$ cat src/rtl/keypad_digit_loader_if.sv
// Keypad priority-encoder link: the encoder drives the BCD digit and key-pressed
// flag, and the loader drives the encoder's active-low enable.
interface keypad_digit_loader_if;
  logic [3:0] BCD_in;
  logic       data_valid;
  logic       enable_n;

  modport master (
    output BCD_in,
    output data_valid,
    input  enable_n
  );

  modport slave (
    input  BCD_in,
    input  data_valid,
    output enable_n
  );
endinterface

$ cat src/rtl/keypad_digit_loader.sv
// Debounces keypad encoder presses and shifts each accepted BCD digit into a
// four-digit MM:SS entry register for the timer.
module keypad_digit_loader #(
  parameter int DEBOUNCE_CYCLES = 4
) (
  input  logic                  clk,
  input  logic                  rst,
  input  logic                  load_en,
  input  logic                  clear,
  keypad_digit_loader_if.slave  kp,
  output logic [3:0]            min_tens,
  output logic [3:0]            min_ones,
  output logic [3:0]            sec_tens,
  output logic [3:0]            sec_ones,
  output logic [2:0]            digit_count,
  output logic                  full,
  output logic                  digit_strobe,
  output logic                  digit_rejected
);

  localparam logic [1:0] IDLE         = 2'd0;
  localparam logic [1:0] PRESS_WAIT   = 2'd1;
  localparam logic [1:0] HELD         = 2'd2;
  localparam logic [1:0] RELEASE_WAIT = 2'd3;

  localparam logic [7:0] N      = 8'(DEBOUNCE_CYCLES);
  localparam bit         SINGLE = (DEBOUNCE_CYCLES == 1);

  logic [1:0] state_reg, state_next;
  logic [7:0] cnt_reg, cnt_next;
  logic [3:0] cand_reg, cand_next;
  logic       accept;
  logic [3:0] accept_digit;
  logic       qualifying;
  logic [7:0] cnt_inc;

  assign qualifying = kp.data_valid && load_en && (kp.BCD_in == cand_reg);
  assign cnt_inc    = cnt_reg + 8'd1;

  always_comb begin
    state_next   = state_reg;
    cnt_next     = cnt_reg;
    cand_next    = cand_reg;
    accept       = 1'b0;
    accept_digit = cand_reg;
    case (state_reg)
      IDLE: begin
        if (kp.data_valid && load_en) begin
          cand_next    = kp.BCD_in;
          // With N=1 the candidate is not latched yet, so accept straight from the bus.
          accept_digit = kp.BCD_in;
          if (SINGLE) begin
            accept     = 1'b1;
            state_next = HELD;
            cnt_next   = 8'd0;
          end else begin
            cnt_next   = 8'd1;
            state_next = PRESS_WAIT;
          end
        end else begin
          cnt_next = 8'd0;
        end
      end
      PRESS_WAIT: begin
        if (!qualifying) begin
          state_next = IDLE;
          cnt_next   = 8'd0;
        end else if (cnt_inc >= N) begin
          accept     = 1'b1;
          state_next = HELD;
          cnt_next   = 8'd0;
        end else begin
          cnt_next = cnt_inc;
        end
      end
      HELD: begin
        if (!kp.data_valid) begin
          if (SINGLE) begin
            state_next = IDLE;
            cnt_next   = 8'd0;
          end else begin
            state_next = RELEASE_WAIT;
            cnt_next   = 8'd1;
          end
        end
      end
      RELEASE_WAIT: begin
        // A bounce back high returns to HELD without a second acceptance.
        if (kp.data_valid) begin
          state_next = HELD;
          cnt_next   = 8'd0;
        end else if (cnt_inc >= N) begin
          state_next = IDLE;
          cnt_next   = 8'd0;
        end else begin
          cnt_next = cnt_inc;
        end
      end
      default: begin
        state_next = IDLE;
        cnt_next   = 8'd0;
      end
    endcase
  end

  always_ff @(posedge clk) begin
    if (rst) begin
      state_reg <= IDLE;
      cnt_reg   <= 8'd0;
      cand_reg  <= 4'd0;
    end else begin
      state_reg <= state_next;
      cnt_reg   <= cnt_next;
      cand_reg  <= cand_next;
    end
  end

  always_ff @(posedge clk) begin
    if (rst) begin
      kp.enable_n    <= 1'b1;
      min_tens       <= 4'd0;
      min_ones       <= 4'd0;
      sec_tens       <= 4'd0;
      sec_ones       <= 4'd0;
      digit_count    <= 3'd0;
      digit_strobe   <= 1'b0;
      digit_rejected <= 1'b0;
    end else begin
      kp.enable_n    <= ~load_en;
      digit_strobe   <= 1'b0;
      digit_rejected <= 1'b0;
      // Clear beats a coincident acceptance: the digit is dropped silently.
      if (clear) begin
        min_tens    <= 4'd0;
        min_ones    <= 4'd0;
        sec_tens    <= 4'd0;
        sec_ones    <= 4'd0;
        digit_count <= 3'd0;
      end else if (accept) begin
        if ((accept_digit <= 4'd9) && (digit_count != 3'd4)) begin
          min_tens     <= min_ones;
          min_ones     <= sec_tens;
          sec_tens     <= sec_ones;
          sec_ones     <= accept_digit;
          digit_count  <= digit_count + 3'd1;
          digit_strobe <= 1'b1;
        end else begin
          digit_rejected <= 1'b1;
        end
      end
    end
  end

  assign full = (digit_count == 3'd4);

endmodule

$ cat src/flat_wrapper.sv
// flat-port wrapper written by rule: the top's interface ports become plain ports
module keypad_digit_loader_flat 
#(
  parameter int DEBOUNCE_CYCLES = 4
)
  (clk, rst, load_en, clear, min_tens, min_ones, sec_tens, sec_ones, digit_count, full, digit_strobe, digit_rejected, kp_BCD_in, kp_data_valid, kp_enable_n);
  keypad_digit_loader_if kp_i ();
  input  logic clk;
  input  logic rst;
  input  logic load_en;
  input  logic clear;
  output logic [3:0] min_tens;
  output logic [3:0] min_ones;
  output logic [3:0] sec_tens;
  output logic [3:0] sec_ones;
  output logic [2:0] digit_count;
  output logic full;
  output logic digit_strobe;
  output logic digit_rejected;
  input wire logic [$bits(kp_i.BCD_in)-1:0] kp_BCD_in;
  input wire logic [$bits(kp_i.data_valid)-1:0] kp_data_valid;
  output wire logic [$bits(kp_i.enable_n)-1:0] kp_enable_n;
  assign kp_i.BCD_in = kp_BCD_in;
  assign kp_i.data_valid = kp_data_valid;
  assign kp_enable_n = kp_i.enable_n;
  keypad_digit_loader #(.DEBOUNCE_CYCLES(DEBOUNCE_CYCLES)) u_core (.clk(clk), .rst(rst), .load_en(load_en), .clear(clear), .kp(kp_i), .min_tens(min_tens), .min_ones(min_ones), .sec_tens(sec_tens), .sec_ones(sec_ones), .digit_count(digit_count), .full(full), .digit_strobe(digit_strobe), .digit_rejected(digit_rejected));
endmodule
$ cat config.mk
export PLATFORM = sky130hd
export DESIGN_NAME = keypad_digit_loader_flat
export DESIGN_NICKNAME = d
export VERILOG_FILES = /design/src/rtl/keypad_digit_loader_if.sv /design/src/rtl/keypad_digit_loader.sv /design/src/flat_wrapper.sv
export SDC_FILE = /design/constraint.sdc
export NUM_CORES = 1
export LEC_CHECK = 0
export BUFFER_PORTS_ARGS = -buffer_cell sky130_fd_sc_hd__buf_2
export CAP_MARGIN = 20
export CORE_ASPECT_RATIO = 1.1
export CORE_MARGIN = 1.5
export CORE_UTILIZATION = 33
export CTS_CLUSTER_DIAMETER = 150
export CTS_CLUSTER_SIZE = 20
export DETAILED_ROUTE_END_ITERATION = 16
export HOLD_SLACK_MARGIN = 0.08
export PLACE_DENSITY = 0.56
export SYNTH_ARGS = -nofsm -noshare
export SYNTH_HDL_FRONTEND = slang
export SYNTH_SLANG_ARGS = --single-unit
$ cat constraint.sdc
create_clock -name clk -period 1.9 [get_ports clk]
set_input_delay 0.38 -clock clk [delete_from_list [all_inputs] [get_ports clk]]
set_output_delay 0.38 -clock clk [all_outputs]
set_load 0.05 [all_outputs]
==> parameters.txt, run 1 <==
Parameter                              Value

GRT
  GRT Residual Overflow ... 0
  Largest net degree at the start of global routing ... 14
  Antenna violations before repair ... 0
  First-pass GRT wire length ... 5480 microns
  Number of global-route vias before repair ... 1281
  Overall fraction of global-route tracks in use ... 0.148

Logic synthesis
  Proportion of netlist area held by the largest area contributor ... 0.480
  Number of synthesized flops with an enable pin ... 0
  Mean instance size in the synthesized netlist ... 9.51 sq um
  Number of instances in the synthesized netlist ... 158
  Post-synthesis compound-gate area fraction ... 0.114
  Top cells by instance count after synthesis ... 36 x sky130_fd_sc_hd__dfxtp_1, 23 x sky130_fd_sc_hd__nand2_1, 17 x sky130_fd_sc_hd__mux2i_1, 9 x sky130_fd_sc_hd__nor2_1, 9 x sky130_fd_sc_hd__o21ai_0
  Share of synthesized area occupied by flip-flops and latches ... 0.480
  Mapped cell area ... roughly 1500 sq um
  Post-Synth XOR/XNOR Area ... 0.0233
  Ys async rst share ... 0
  Dominant register cell in the synthesized netlist ... sky130_fd_sc_hd__dfxtp_1
  Nets in the synthesized netlist ... 170
  Dominant combinational cell family by area after synthesis ... simple AND/OR/NAND/NOR gates
  Main area contributors after synthesis ... sky130_fd_sc_hd__dfxtp_1 48%, sky130_fd_sc_hd__mux2i_1 11%, sky130_fd_sc_hd__nand2_1 5.7%
  Leading cell type by number of instances after synthesis ... sky130_fd_sc_hd__dfxtp_1
  Cell variety after synth ... 37
  Synth warn ... 0
  Synthesis-stage register bit count ... 36
  Mux cell area share after synthesis ... 0.128
  Simple-gate portion of the synthesized area ... 0.200
  Adder-cell area share of the yosys netlist ... 0.0250
  Area leader, netlist ... sky130_fd_sc_hd__dfxtp_1

Drt
  DRC violations left ... 0
  Number of antenna-violating nets in the routed design ... 0
  Post-detailed-route via-to-cell ratio ... ~5
  Final wirelength ... roughly 3300 microns
  Drt initial violations ... 9
  Number of detailed-route iterations in the first pass ... 3
  Routed wire per std cell ... about 13 microns
  Vias after detailed routing ... between 1000 and 1500

Worst setup path
  CP cell instances ... ha_4 > and3_1 > o21ai_1 > o31a_1 > o211ai_1 > nor2_1 > buf_4 > a211oi_2
  Worst reg-to-reg setup slack ... ~18 ps
  Largest stage delay on the critical path ... roughly 370 ps
  Critical Path AT ... roughly 2100 ps
  Biggest fanout along the worst timing path ... 5
  Worst Path Required ... roughly 2100 ps
  Bufs and invs on worst path ... 1
  Critical-path cell with the highest stage delay ... sky130_fd_sc_hd__dfxtp_2
  Kind of cell with the highest combined delay on the critical path ... compound AO/OA/AOI/OAI gates
  CP Launch Type ... flip-flop
  Kind of end point of the critical path ... flip-flop
  Category of the most critical setup path ... flip-flop to flip-flop

STA
  Worst slew pin tran ... around 370 ps
  Final clock skew ... between 9 and 10 ps
  Upper clock frequency limit ... 531 MHz
  Fraction of the cycle the final worst path needs ... 0.990
  Final period demand of the worst path ... ~1900 ps
  Slack of the critical path ... ~18 ps
  Setup-violating endpoint count in the final report ... 0
  Unrepaired setup endpoints after global routing ... yes
  Final slew viol count ... 0
  Fin. Hold Viols ... 0
  Worst rel slew slack ... 0.751

Finish
  Growth of design area from synthesis to finish ... 30.5%
  Sequential cell area ... between 700 and 800 sq um
  Final antenna diode count ... 0
  Ratio of cells with drive above 1 in the final layout ... 0.335
  Largest register FFs ... 8
  Final layout net count ... between 200 and 250
  Filler cells ... roughly 420
  Final std cell area, no fill ... roughly 2000 sq um
  Area of the multi-input gates ... 774 sq um
  Core Util, Final ... 0.451

Power
  Leakage dissipation ... roughly 0.9 nW
  Worst voltage drop across the vdd grid ... 0.332 mV
  Power density over the cells ... 726 nW/um^2

Clock network
  Number of H-tree levels ... 2
  Root buf cell ... sky130_fd_sc_hd__clkbuf_8
  Number of CTS-inserted buffers ... 5
  CTS tree ... yes
  Latest clock arrival within the worst-skew pair ... about 290 ps
  Clock tree buffer depth ... 2
  Sink Count ... 36
  Count of hold buffers inserted by post-cts repair ... 0
  Clock slew at reported path FFs ... 70 ps

Floorplanning
  Core box area ... ~4300 sq um
  Initial cell density of the core ... 0.346
  Die outline area ... around 5000 sq um
  Std-Cell Rows ... 25
  Die extent in y ... around 74 microns
  I/O pins ... 32
  Die X ... roughly 67 microns

Placed design
  Estimated wirelength of the detail-placed design ... 2470 microns
  Worst slack, placed ... about 16 ps
  Placed Instance Area ... approximately 1800 sq um
  Gp weighted congestion ... between 0.6 and 0.7
  Number of input and output port buffers inserted ... 31

Job
  Number of maximum-capacitance violations ... 0

Hold path
  Min-Delay Path Class ... input port to flip-flop

Outcome
  Run status ... finished, final reports clean
[through the flow]
stage                     hold WS (ps)  power (W)  std cells  setup TNS (ps)
after floorplan                    447   0.000838        158               0
after global placement             445   0.000867        251               0
after detailed placement           457   0.000870        251               0
after CTS                          279    0.00145        259               0
after global routing               291    0.00149        260            -836
final                              287    0.00142        260               0
[cells in the final DEF (no fill, tap or decap), drive strengths merged, types with 2 or more instances in the layout]
cell	instances
ha	3
a21oi	8
buf	45
mux2	2
nor2	9
a211oi	2
clkbuf	6
o21ai	9
xnor2	3
or2	2
inv	4
nand3	3
clkinvlp	2
and2	7
dfxtp	36
nor2b	3
mux2i	17
o31ai	3
nand2	23
nor3	5
[repair_timing]
item / CTS / global route
cloned: 0 / 0
setup buffers: 0 / 1
gates resized for setup: 1 / 14
pin swaps: 1 / 6
setup endpoints to repair: 3 / 21
[final timing paths]
path,from,to,depth (start not counted)
max,u_core.cnt_reg[0],u_core.sec_ones[2],8
min,load_en,u_core.kp.enable_n,2
max reg2reg,u_core.cnt_reg[0],u_core.sec_ones[2],8
min reg2reg,u_core.min_tens[2],u_core.min_tens[2],2
[final cells by class]
cell class	count	share of cell area
inverters	4	0.00766
multi-input cells	113	0.395
well taps	54	0.0345
clock buffers	6	0.0421
repair buffers	45	0.139
clock inverters	2	0.00766
flip-flops and latches	36	0.374
[power breakdown]
part | internal (W) | switching [W]
clock | 0.000293 | 0.000277
combinational | 0.0000383 | 0.0000497
sequential | 0.000759 | 0.00000695
total | 0.00109 | 0.000333
[kinds of logic after synthesis]
family | count (synthesis)
AND/OR/NAND/NOR | 59
XOR/XNOR | 4
AO/OA/AOI/OAI | 28
multiplexers | 19
adder cells (fa/ha/maj) | 3
flip-flops | 36
buffers and inverters | 9
[routing by layer]
layer / wire length (microns) / track usage / vias up
li1: - / - / 646
met5: 0 / 0 / -
met2: 1760 / 0.266 / 21
met1: 1420 / 0.160 / 601
met4: 44 / 0.0544 / 0
met3: 122 / 0.0459 / 5
Power figures use the tool's default switching activity.
==> run 2, diff against run 1 <==
--- a/config.mk
+++ b/config.mk
@@ -13,6 +13,7 @@
 export CTS_CLUSTER_DIAMETER = 150
 export CTS_CLUSTER_SIZE = 20
 export DETAILED_ROUTE_END_ITERATION = 16
+export GPL_TIMING_DRIVEN = 0
 export HOLD_SLACK_MARGIN = 0.08
 export PLACE_DENSITY = 0.56
 export SYNTH_ARGS = -nofsm -noshare
==> parameters.txt, run 2 (synthesized netlist as in run 1, its figures left out) <==
Parameter                              Value

GRT
  First-pass GRT wire length ... 5080 microns (was 5480 microns)
  GRT Residual Overflow ... 0 (unchanged)
  GRT busiest layer ... met2 (unchanged)
  Met2 track demand over resource ... 0.224 (was 0.266)
  Antenna violations before repair ... 0 (unchanged)
  Largest net degree at the start of global routing ... 13 (was 14)
  Met3 Resource Use GR ... 0.0536 (was 0.0459)
  Overall fraction of global-route tracks in use ... 0.137 (was 0.148)
  Number of global-route vias before repair ... 1155 (was 1281)
  Global Route met1 Usage ... 0.160 (about the same)

Power
  Leakage dissipation ... 0.892 nW (was 0.887 nW)
  Worst voltage drop across the vdd grid ... 0.345 mV (was 0.332 mV)
  Total power ... 0.00153 W (was 0.00142 W)
  Power density over the cells ... 768 nW/um^2 (was 726 nW/um^2)

STA
  Worst hold-check slack ... 282 ps (was 287 ps)
  Final clock skew ... 6.65 ps (was 9.71 ps)
  Setup-violating endpoint count in the final report ... 0 (unchanged)
  Worst rel slew slack ... 0.284 (was 0.751)
  Setup_tns ... 0 ps (unchanged)
  Final slew viol count ... 0 (unchanged)
  Fraction of the cycle the final worst path needs ... 0.999 (was 0.990)
  Worst slew pin tran ... 1060 ps (was 372 ps)
  Upper clock frequency limit ... 527 MHz (was 531 MHz)
  Final period demand of the worst path ... 1900 ps (was 1880 ps)
  Fin. Hold Viols ... 0 (unchanged)
  Unrepaired setup endpoints after global routing ... yes (unchanged)

Finish
  Largest register FFs ... 8 (unchanged)
  Leading cell type in the layout, fill and taps excluded ... sky130_fd_sc_hd__dfxtp_1 (unchanged)
  Final layout net count ... 218 (was 217)
  Final cell count without fillers ... 261 (was 260)
  Leading cell types in the layout, fill and taps excluded ... 32 x sky130_fd_sc_hd__dfxtp_1, 31 x sky130_fd_sc_hd__buf_2, 22 x sky130_fd_sc_hd__nand2_1 (unchanged)
  Filler cells ... 422 (was 421)
  Growth of design area from synthesis to finish ... 32.6% (was 30.5%)
  Final antenna diode count ... 0 (unchanged)
  Ratio of cells with drive above 1 in the final layout ... 0.333 (was 0.335)
  Core Util, Final ... 0.458 (was 0.451)

Floorplanning
  Die outline area ... 4970 sq um (unchanged)
  Die X ... 67.3 microns (unchanged)
  Die extent in y ... 73.8 microns (unchanged)
  Core box area ... 4350 sq um (unchanged)
  I/O pins ... 32 (unchanged)
  Initial cell density of the core ... 0.346 (unchanged)
  Std-Cell Rows ... 25 (unchanged)

Worst setup path
  Bufs and invs on worst path ... 1 (unchanged)
  Critical Path AT ... 2120 ps (was 2090 ps)
  Reg2Reg Launch Point ... u_core.cnt_reg[0] (unchanged)
  Worst Path Required ... 2120 ps (was 2100 ps)
  Biggest fanout along the worst timing path ... 4 (was 5)
  CP Launch Type ... flip-flop (unchanged)
  Kind of end point of the critical path ... flip-flop (unchanged)
  CP cell instances ... ha_4 > and3_4 > o21ai_1 > o31a_1 > o211ai_1 > buf_4 > or4_1 > a21oi_1 (was ha_4 > and3_1 > o21ai_1 > o31a_1 > o211ai_1 > nor2_1 > buf_4 > a211oi_2)
  Kind of cell with the highest combined delay on the critical path ... compound AO/OA/AOI/OAI gates (unchanged)
  Critical-path cell with the highest stage delay ... sky130_fd_sc_hd__or4_1 (was sky130_fd_sc_hd__dfxtp_2)
  Largest stage delay on the critical path ... 400 ps (was 370 ps)
  Launch point of the worst path ... u_core.cnt_reg[0] (unchanged)
  Category of the most critical setup path ... flip-flop to flip-flop (unchanged)

Placed design
  Estimated wirelength of the detail-placed design ... 2170 microns (was 2470 microns)
  Number of input and output port buffers inserted ... 31 (unchanged)
  Gp weighted congestion ... 0.681 (was 0.699)
  Placed cell count ... 243 (was 251)

Outcome
  Run status ... finished, final reports clean (unchanged)

Clock network
  CTS tree ... yes (unchanged)
  Clock slew at reported path FFs ... 80 ps (was 70 ps)
  Root buf cell ... sky130_fd_sc_hd__clkbuf_8 (unchanged)
  Number of CTS-inserted buffers ... 5 (unchanged)
  Latest clock arrival within the worst-skew pair ... 290 ps (about the same)
  Number of H-tree levels ... 2 (unchanged)
  Sink Count ... 36 (unchanged)
  Clock tree buffer depth ... 2 (unchanged)

Drt
  Post-detailed-route via-to-cell ratio ... 4.75 (was 4.90)
  Routed wire per std cell ... 12.2 microns (was 12.9 microns)
  Drt initial violations ... 44 (was 9)
  Vias after detailed routing ... 1240 (was 1273)
  Number of detailed-route iterations in the first pass ... 4 (was 3)
  Final wirelength ... 3190 microns (was 3350 microns)
  Number of antenna-violating nets in the routed design ... 0 (unchanged)
  DRC violations left ... 0 (unchanged)

Hold path
  HP Start ... load_en (unchanged)
  Min-Delay Path Class ... input port to flip-flop (unchanged)

Job
  Number of maximum-capacitance violations ... 0 (unchanged)
run 2: cell types whose count changed in the layout (fill, tap and decap cells not counted), moves of 2 or more:
| cell | previous run | this run |
|---|---|---|
| sky130_fd_sc_hd__a211oi_2 | 2 | 0 |
| sky130_fd_sc_hd__o21ai_0 | 4 | 6 |
| sky130_fd_sc_hd__a211oi_1 | 0 | 2 |
| sky130_fd_sc_hd__nor2_2 | 0 | 3 |
| sky130_fd_sc_hd__o21ai_1 | 5 | 3 |
| sky130_fd_sc_hd__clkbuf_1 | 0 | 3 |
| sky130_fd_sc_hd__buf_4 | 13 | 9 |
| sky130_fd_sc_hd__nor2_1 | 9 | 6 |
run 2: layout make-up:
| class | count | area (sq um) | area share |
|---|---|---|---|
| inverter | 4 | 15.0 | 0.00754 |
| sequential | 36 | 731 | 0.367 |
| clock inverter | 3 | 42.5 | 0.0214 |
| buffer | 5 | 37.5 | 0.0188 |
| tap | 54 | 67.6 | 0.0339 |
| clock buffer | 5 | 68.8 | 0.0345 |
| timing repair buffer | 41 | 248 | 0.124 |
| multi-input combinational | 113 | 782 | 0.393 |
run 2: path summary, 6_finish.rpt:
kind                                               to  slack (ps)  depth (start not counted)
worst min-delay path               u_core.kp.enable_n         280                          2
worst max-delay path            u_core.digit_count[2]           2                          8
worst max register to register  u_core.digit_count[2]           2                          8
worst min register to register     u_core.min_tens[2]         460                          2
run 2: stage by stage:
| step | worst slack, ps | cell area (sq um) |
|---|---|---|
| 2_1_floorplan | 26.9 | 1520 |
| 3_3_place_gp | -268 | 1740 |
| 3_5_place_dp | -264 | 1740 |
| 4_1_cts | -18.4 | 1930 |
| 5_1_grt | -85.0 | 1990 |
| 6_report | 2.48 | 1990 |
run 2: power breakdown:
group / switching, W / internal (W)
combinational: 0.0000497 / 0.0000364
clock: 0.000289 / 0.000388
sequential: 0.00000584 / 0.000760
total: 0.000345 / 0.00118
run 2: routing by layer:
| metal | up-vias | wire length [microns] |
|---|---|---|
| met3 | 5 | 138 |
| met5 | - | 0 |
| li1 | 640 | - |
| met4 | 0 | 42 |
| met1 | 572 | 1470 |
| met2 | 23 | 1550 |
run 2: what timing repair did:
item	CTS	global route
cloned	0	1
pin swaps	5	4
hold buffers	0	0
gates resized for setup	8	8
setup endpoints to repair	20	15
setup buffers	7	2
